==> config.mk <==
export PLATFORM = sky130hd
export DESIGN_NAME = id_branch_resolver
export DESIGN_NICKNAME = d
export VERILOG_FILES = /design/src/rtl/id_branch_resolver_pkg.sv /design/src/rtl/branch_cmp.sv /design/src/rtl/id_branch_resolver.sv
export SDC_FILE = /design/constraint.sdc
export NUM_CORES = 1
export LEC_CHECK = 0
export CAP_MARGIN = 5
export CELL_PAD_IN_SITES_DETAIL_PLACEMENT = 1
export CELL_PAD_IN_SITES_GLOBAL_PLACEMENT = 1
export CORE_MARGIN = 4
export CORE_UTILIZATION = 31
export CTS_CLUSTER_SIZE = 30
export DETAILED_ROUTE_END_ITERATION = 8
export GPL_TIMING_DRIVEN = 0
export PLACE_DENSITY_LB_ADDON = 0.25
export SYNTH_ARGS = -nofsm -noshare
export SYNTH_HDL_FRONTEND = slang
export SYNTH_SLANG_ARGS = --single-unit
==> constraint.sdc <==
create_clock -name clk -period 6.6 [get_ports clk]
set_clock_uncertainty 0.1 [all_clocks]
set_input_delay 0.99 -clock clk [delete_from_list [all_inputs] [get_ports clk]]
set_output_delay 0.99 -clock clk [all_outputs]
set_load 0.1 [all_outputs]
==> src/rtl/id_branch_resolver_pkg.sv <==
// rtl/id_branch_resolver_pkg.sv - shared opcode, funct3, NOP and FSM state definitions
package id_branch_resolver_pkg;

  localparam logic [6:0] OP_BRANCH = 7'b1100011;
  localparam logic [6:0] OP_JAL    = 7'b1101111;
  localparam logic [6:0] OP_JALR   = 7'b1100111;

  localparam logic [2:0] F3_BEQ  = 3'b000;
  localparam logic [2:0] F3_BNE  = 3'b001;
  localparam logic [2:0] F3_BLT  = 3'b100;
  localparam logic [2:0] F3_BGE  = 3'b101;
  localparam logic [2:0] F3_BLTU = 3'b110;
  localparam logic [2:0] F3_BGEU = 3'b111;

  localparam logic [31:0] NOP_INSTR = 32'h00000013;

  typedef enum logic [1:0] {
    ST_RUN   = 2'b00,
    ST_WAIT2 = 2'b01,
    ST_WAIT1 = 2'b10
  } state_t;

endpackage

==> src/rtl/branch_cmp.sv <==
// rtl/branch_cmp.sv - conditional-branch comparator selected by funct3
module branch_cmp
  import id_branch_resolver_pkg::*;
#(
  parameter int BUS_WIDTH = 64
) (
  input  logic [BUS_WIDTH-1:0] rs1_data,
  input  logic [BUS_WIDTH-1:0] rs2_data,
  input  logic [2:0]           funct3,
  output logic                 taken
);

  always_comb begin
    taken = 1'b0;
    case (funct3)
      F3_BEQ:  taken = (rs1_data == rs2_data);
      F3_BNE:  taken = (rs1_data != rs2_data);
      F3_BLT:  taken = ($signed(rs1_data) <  $signed(rs2_data));
      F3_BGE:  taken = ($signed(rs1_data) >= $signed(rs2_data));
      F3_BLTU: taken = (rs1_data <  rs2_data);
      F3_BGEU: taken = (rs1_data >= rs2_data);
      default: taken = 1'b0;
    endcase
  end

endmodule

==> src/rtl/id_branch_resolver.sv <==
// rtl/id_branch_resolver.sv - ID register plus early branch/jump resolution with load-use stall
module id_branch_resolver
  import id_branch_resolver_pkg::*;
#(
  parameter int BUS_WIDTH   = 64,
  parameter int INSTR_WIDTH = 32
) (
  input  logic                   clk,
  input  logic                   rst_n,
  input  logic [BUS_WIDTH-1:0]   if_pc,
  input  logic [INSTR_WIDTH-1:0] if_instr,
  input  logic                   branch_prediction_failed,
  input  logic                   ex_is_load,
  input  logic [4:0]             ex_rd,
  input  logic                   mem_is_load,
  input  logic [4:0]             mem_rd,
  output logic [4:0]             rs1_addr,
  output logic [4:0]             rs2_addr,
  input  logic [BUS_WIDTH-1:0]   rs1_data,
  input  logic [BUS_WIDTH-1:0]   rs2_data,
  output logic                   stall,
  output logic                   imm_pc,
  output logic [BUS_WIDTH-1:0]   next_imm_pc,
  output logic                   id_branch_taken,
  output logic [BUS_WIDTH-1:0]   id_pc,
  output logic [INSTR_WIDTH-1:0] id_instr,
  output logic                   id_valid
);

  state_t state, state_next;

  logic [6:0]           opcode;
  logic                 is_branch, is_jal, is_jalr, is_ctrl;
  logic                 uses_rs1, uses_rs2;
  logic                 ex_hit, mem_hit;
  logic                 cmp_taken;
  logic                 resolve;
  logic                 stall_raw;
  logic [BUS_WIDTH-1:0] imm_b, imm_j, imm_i;
  logic [BUS_WIDTH-1:0] pc_target, jalr_sum;

  always_ff @(posedge clk) begin
    if (!rst_n) begin
      id_valid <= 1'b0;
      id_pc    <= '0;
      id_instr <= INSTR_WIDTH'(NOP_INSTR);
    end else if (!stall) begin
      if (branch_prediction_failed) begin
        id_valid <= 1'b0;
        id_pc    <= if_pc;
        id_instr <= INSTR_WIDTH'(NOP_INSTR);
      end else begin
        id_valid <= 1'b1;
        id_pc    <= if_pc;
        id_instr <= if_instr;
      end
    end
  end

  assign opcode    = id_instr[6:0];
  assign is_branch = (opcode == OP_BRANCH);
  assign is_jal    = (opcode == OP_JAL);
  assign is_jalr   = (opcode == OP_JALR);
  assign is_ctrl   = is_branch | is_jal | is_jalr;
  assign uses_rs1  = is_branch | is_jalr;
  assign uses_rs2  = is_branch;

  assign rs1_addr = id_instr[19:15];
  assign rs2_addr = id_instr[24:20];

  // x0 is hardwired zero, so a load "targeting" it never creates a dependency
  assign ex_hit  = ex_is_load && (ex_rd != 5'd0) &&
                   ((uses_rs1 && ex_rd == rs1_addr) || (uses_rs2 && ex_rd == rs2_addr));
  assign mem_hit = mem_is_load && (mem_rd != 5'd0) &&
                   ((uses_rs1 && mem_rd == rs1_addr) || (uses_rs2 && mem_rd == rs2_addr));

  assign imm_b = {{(BUS_WIDTH-12){id_instr[31]}}, id_instr[7], id_instr[30:25],
                  id_instr[11:8], 1'b0};
  assign imm_j = {{(BUS_WIDTH-20){id_instr[31]}}, id_instr[19:12], id_instr[20],
                  id_instr[30:21], 1'b0};
  assign imm_i = {{(BUS_WIDTH-12){id_instr[31]}}, id_instr[31:20]};

  assign pc_target = id_pc + (is_branch ? imm_b : imm_j);
  assign jalr_sum  = rs1_data + imm_i;

  branch_cmp #(.BUS_WIDTH(BUS_WIDTH)) u_cmp (
    .rs1_data (rs1_data),
    .rs2_data (rs2_data),
    .funct3   (id_instr[14:12]),
    .taken    (cmp_taken)
  );

  always_ff @(posedge clk) begin
    if (!rst_n) state <= ST_RUN;
    else        state <= state_next;
  end

  always_comb begin
    state_next = state;
    stall_raw  = 1'b0;
    resolve    = 1'b0;
    case (state)
      ST_RUN: begin
        if (id_valid && is_ctrl) begin
          if (ex_hit) begin
            state_next = ST_WAIT2;
            stall_raw  = 1'b1;
          end else if (mem_hit) begin
            state_next = ST_WAIT1;
            stall_raw  = 1'b1;
          end else begin
            resolve = 1'b1;
          end
        end
      end
      ST_WAIT2: begin
        state_next = ST_WAIT1;
        stall_raw  = 1'b1;
      end
      ST_WAIT1: begin
        state_next = ST_RUN;
        stall_raw  = 1'b1;
      end
      default: state_next = ST_RUN;
    endcase
  end

  assign stall           = stall_raw & id_valid;
  assign imm_pc          = id_valid & resolve & (is_jal | is_jalr | (is_branch & cmp_taken));
  assign id_branch_taken = id_valid & resolve & is_branch & cmp_taken;

  always_comb begin
    next_imm_pc = '0;
    if (imm_pc) next_imm_pc = is_jalr ? {jalr_sum[BUS_WIDTH-1:1], 1'b0} : pc_target;
  end

endmodule

* After elaboration in Yosys (flattened, before gate mapping)
Index checks and enable logic that the tools add are counted.
** Word-level totals
- Bits in registers :: 99
- Input bits :: 239
- Output and inout port bits :: 174
- Logic and storage cells :: 74
** Cells by class
- Add/subtract/negate cells :: 2
- $lt $le $gt $ge :: 4
- Equal/unequal tests :: 18
- Mux-type cells :: 18
- Bitwise logic cells :: 11
- Reduce and logical (&&, ||, !) cells :: 17
** Operators with widths (count)
- $add A64 B64 Y64 :: 2
- $ge A64 B64 Y1 :: 2
- $lt A64 B64 Y1 :: 2
- $mux W64 :: 2
- $eq A64 B64 Y1 :: 1
- $ne A64 B64 Y1 :: 1
- $mux W32 :: 1
- $eq A7 B7 Y1 const B :: 3
- $eq A5 B5 Y1 :: 4
- $mux W20 :: 1
- $eq A3 B3 Y1 const B :: 4
- $reduce_bool A5 Y1 :: 2
- $logic_and A1 B1 Y1 :: 9
- $mux W1 :: 8
- $and A1 B1 Y1 :: 6
- $mux W2 :: 3
- $pmux W1 S6 :: 1
- $or A1 B1 Y1 :: 5
- $pmux W2 S2 :: 1
- $eq A3 B1 Y1 const B :: 1
- $logic_not A3 Y1 :: 1
- $ne A3 B3 Y1 const B :: 1
- $eq A2 B1 Y1 const B :: 1
- $eq A2 B2 Y1 const B :: 1
- other kinds (6) :: 7

* Logic depth before layout (Yosys ltp)
- Depth after elaboration :: 12
- Depth in mapped cells :: 20

* Cells and area by module
From an unflattened synthesis, not the netlist that was laid out.
** Unflattened totals
- Cells, all modules :: 2033
- Area, all modules :: 13982.2 um^2
** By module, submodules not included
- id_branch_resolver :: times used 1, cells an instance 1790, area an instance 12238.0 um^2, seq. area each 1981.9 um^2
- branch_cmp :: times used 1, cells an instance 243, area an instance 1744.2 um^2, seq. area each 0.0 um^2

* Worst setup path before layout
No wires, ideal clock.
- Path kind :: register -> output
- From :: register id_instr[31]
- To :: output next_imm_pc[59]
- Data arrival time :: 8118 ps
- Setup slack :: -2608 ps
- Stages on the path, launching flop included :: 14
- Path through :: dfxtp_1 -> ha_1 -> clkbuf_1 -> a21o_1 -> a211o_1 -> a311oi_1 -> o22a_1 -> o31a_1 -> a211oi_2 -> nor3_2 -> o31ai_2 -> a21o_1 -> mux2i_1 -> nor4_1
** On the way
- Cells in the longest elaborated chain, start to end :: 4
- Elaborated cells between the ends (all ways) :: 5
** RTL lines
- from (decl) :: RTL line id_branch_resolver.sv:26 : output logic [INSTR_WIDTH-1:0] id_instr,
- from (signal assigned) :: RTL line id_branch_resolver.sv:46 : id_instr <= INSTR_WIDTH'(NOP_INSTR);
- from (signal assigned) :: RTL line id_branch_resolver.sv:51 : id_instr <= INSTR_WIDTH'(NOP_INSTR);
- from (signal assigned) :: RTL line id_branch_resolver.sv:55 : id_instr <= if_instr;
- $mux W20 :: RTL line id_branch_resolver.sv:83 : assign pc_target = id_pc + (is_branch ? imm_b : imm_j);
- $add A64 B64 Y64 :: RTL line id_branch_resolver.sv:83
- $mux W64 (*) (2 in a row) :: RTL line id_branch_resolver.sv:134 : if (imm_pc) next_imm_pc = is_jalr ? {jalr_sum[BUS_WIDTH-1:1], 1'b0} : pc_target;
- to (decl) :: RTL line id_branch_resolver.sv:23 : output logic [BUS_WIDTH-1:0] next_imm_pc,
Every way passes the cells marked *; elsewhere a longest branch is shown, timed or not.

* Worst setup path in the final report
- From :: register id_instr[5]
- To :: output next_imm_pc[56]
** On the way
- Cells in the longest elaborated chain, start to end :: 12
- Elaborated cells between the ends (all ways) :: 28
** RTL lines (RTL line)
- parallel branches: the longest is 11 deep, another holds $add A64 B64 Y64
- $mux W64 (*) :: id_branch_resolver.sv:134
Every way passes the cells marked *.

==> reports/qor.txt <==
Ports -> 413
DR iter-0 viols -> 809
crit path DAT -> 5380 ps
Syn Nets -> 2430
synthesized flop and latch total -> 99
Port Buffers -> 411
initial core utilization -> 31.3%
worst setup margin -> 125 ps
initial antenna violation count -> 3
Max VDD drop -> 0.145 mV
clk root buf -> clkbuf_16
Cells after Synth -> 1998
Pwr per Cell Area -> 119 nW/um^2
CTS tree -> done
Hold WC Path Type -> reg2reg
Placer Congestion -> 0.922
total vias in the final route -> 16494
pin count of the biggest net entering global routing -> 101
delay-heaviest family, CP -> simple AND/OR/NAND/NOR gates
Core ar. -> 45300 sq um
Final Hold Fails -> 0
Clock Latency Late Sink -> 360 ps
CP max stage delay -> 420 ps
CP required -> 5510 ps
antenna-violating nets left -> 0
TritonCTS Buffers -> 9
Final Cycle Share -> 98.1%
Final min period -> 6470 ps
outcome -> finished, final reports clean
Setup TNS -> 0 ps
CTS H-tree lvls -> 3
drt pass-1 iters -> 5
CP startpoint kind -> register
Yosys warnings -> 0
Layout Nets -> 2866
DRC violation count after routing -> 0
total wire length -> 66700 um
Layout area overhead -> 41.1%
dpl ws -> -1540 ps
Die W -> 222 um
total power -> 2.39 mW
commonest non-fill, non-tap cell in the layout -> clkdlybuf4s50_1
asr flop ratio synth -> 0%
Die Y -> 222 um
Hold Buf Count CTS -> 0
slew margin rel. -> 24.0%
row count -> 78
Leak -> 8.78 nW
post-route cell area -> 20000 sq um
TritonCTS Sinks -> 99
crit path buf inv count -> 3
die area -> 49300 sq um
Seq/Total Area, Yosys -> 14.0%
Placement Cell Area -> 19400 sq um
most frequent cells in the layout -> clkdlybuf4s50_1 (345), nand2_1 (285), ha_1 (185)
final global-route overflow total -> 0
worst path cell trace -> nand2_2, nor4bb_4, nor2b_4, nand2b_1, buf_4, clkbuf_4, a21o_1, ha_2, a21oi_1, or3b_1, a31oi_4, and3b_4, a311oi_4, nor2_2, o41ai_4, a31oi_1, xnor2_1, nand2_1, a21oi_2, buf_4
Clock Pin Slew Worst Setup and Hold Paths -> 60 ps
Hold Worst Slack -> 380 ps
Vias per Instance -> 5.43
Detailed Place HPWL -> 56100 um
final setup vio count -> 0
vias in the first global route -> 17134
Wirelength per Cell -> 22.0 um
synth unique cells -> 87
Max clock buf depth -> 2
CP dominant cell by count -> buf_4
FMAX -> 0.154 GHz
Post-Syn Area -> 14200 sq um
Slew Viols, Final -> 0
Max Fanout on Critical Path -> 10
worst slew pin tran -> 1140 ps
EDFF count, synth -> 0
crit path kind -> reg2out
share of layout cells above drive strength 1 -> 10.2%
slowest cell on the critical path -> or3b_1
first-pass GRT wire length -> 101000 um
Max Cap Viol -> 0
total track usage -> 25.7%
Critical Path End Type -> output port
Syn Area/Cell -> 7.10 sq um
Top FF cell, synth -> dfxtp_1
layer usage:
metal  vias to the layer above  routed length, um  global-route usage (%)
met5                         -                 26                       0
met4                         4               1640                    6.88
met3                        64               3520                    4.41
met2                       404              31100                    43.1
met1                      7933              30500                    34.3
li1                       8089                  -                       -
state kept, by name (all words and copies together) (netlist names):
register and count:
id_valid 1, state 2, id_pc 64, id_instr 32
worst reg2reg max path, delay by kind of cell (launching register included):
family | cells | cell delay (ps)
buf+inv | 3 | 1360
flops | 1 | 670
xor+xnor | 1 | 200
compound gates | 5 | 1110
simple gates | 3 | 460
metrics by stage:
| step | util, % | std cells |
|---|---|---|
| final | 44.2 | 3039 |
| after global routing | 44.2 | 3039 |
| after CTS | 43.4 | 3028 |
| after detailed placement | 42.8 | 3009 |
| after global placement | 42.8 | 3009 |
| after floorplan | - | 1998 |
timing repair:
| action | in CTS | in global routing |
|---|---|---|
| setup endpoints to repair | 66 | 65 |
| pin swaps | 9 | 16 |
| buffers inserted | 4 | 10 |
| resized for setup | 417 | 67 |
final timing paths:
kind | start | depth (start not counted) | to | slack [ps]
worst min-delay path | id_pc[54] | 2 | id_pc[54] | 380
worst min register to register | id_pc[54] | 2 | id_pc[54] | 380
worst max register to register | id_instr[23] | 12 | id_instr[6] | 2610
worst max-delay path | id_instr[5] | 20 | next_imm_pc[56] | 130
power breakdown:
| part | internal (mW) | switching, mW |
|---|---|---|
| Clock | 0.291 | 0.231 |
| Sequential | 0.626 | 0.0534 |
| Combinational | 0.453 | 0.731 |
synth_stat cells (all sizes together) (6+ instances only):
master / count / share of area, %
a21boi: 104 / 5.5
o21a: 22 / 1.2
o21bai: 19 / 1.0
a311oi: 7 / 0.52
nand3b: 31 / 1.6
buf: 23 / 0.95
a221oi: 7 / 0.48
a21oi: 180 / 6.4
xor2: 51 / 3.1
o31ai: 13 / 0.72
o211ai: 7 / 0.41
a41oi: 6 / 0.37
inv: 107 / 2.8
and3: 15 / 0.66
nand3: 41 / 1.4
nor2: 159 / 4.2
nor2b: 14 / 0.62
or3: 16 / 0.71
nor3b: 6 / 0.32
o21ai: 91 / 3.2
nor4: 14 / 0.66
dfxtp: 99 / 14
a211oi: 26 / 1.4
clkbuf: 82 / 2.2
nand4: 36 / 1.6
a31oi: 23 / 1.1
nand2b: 14 / 0.62
xnor2: 68 / 4.2
and2: 11 / 0.48
nor3: 31 / 1.1
nand4b: 6 / 0.37
nand2: 287 / 7.6
ha: 191 / 17
mux2: 6 / 0.48
a21o: 91 / 4.8
a31o: 7 / 0.43
cell families (layout without fill, tap and decap cells):
logic type | Yosys count | in the layout | share of synthesized area, %
AO/OA/AOI/OAI | 659 | 659 | 31.3
XOR/XNOR | 119 | 119 | 7.34
adder cells (fa/ha/maj) | 193 | 193 | 17.1
buffers and inverters | 212 | 652 | 5.95
flip-flops | 99 | 99 | 14.0
multiplexers | 11 | 11 | 0.829
other | 0 | 1 | 0
AND/OR/NAND/NOR | 705 | 705 | 23.5
cell type report:
cell class	instances	area, sq um
clock buffer	12	236
multi-input combinational	1687	12000
inverter	107	402
sequential	99	2000
buffer	105	465
timing repair buffer	425	4160
antenna	1	2.50
clock inverter	3	40.0
fill	5636	25300
tap	600	751
Power figures use the tool's default switching activity.
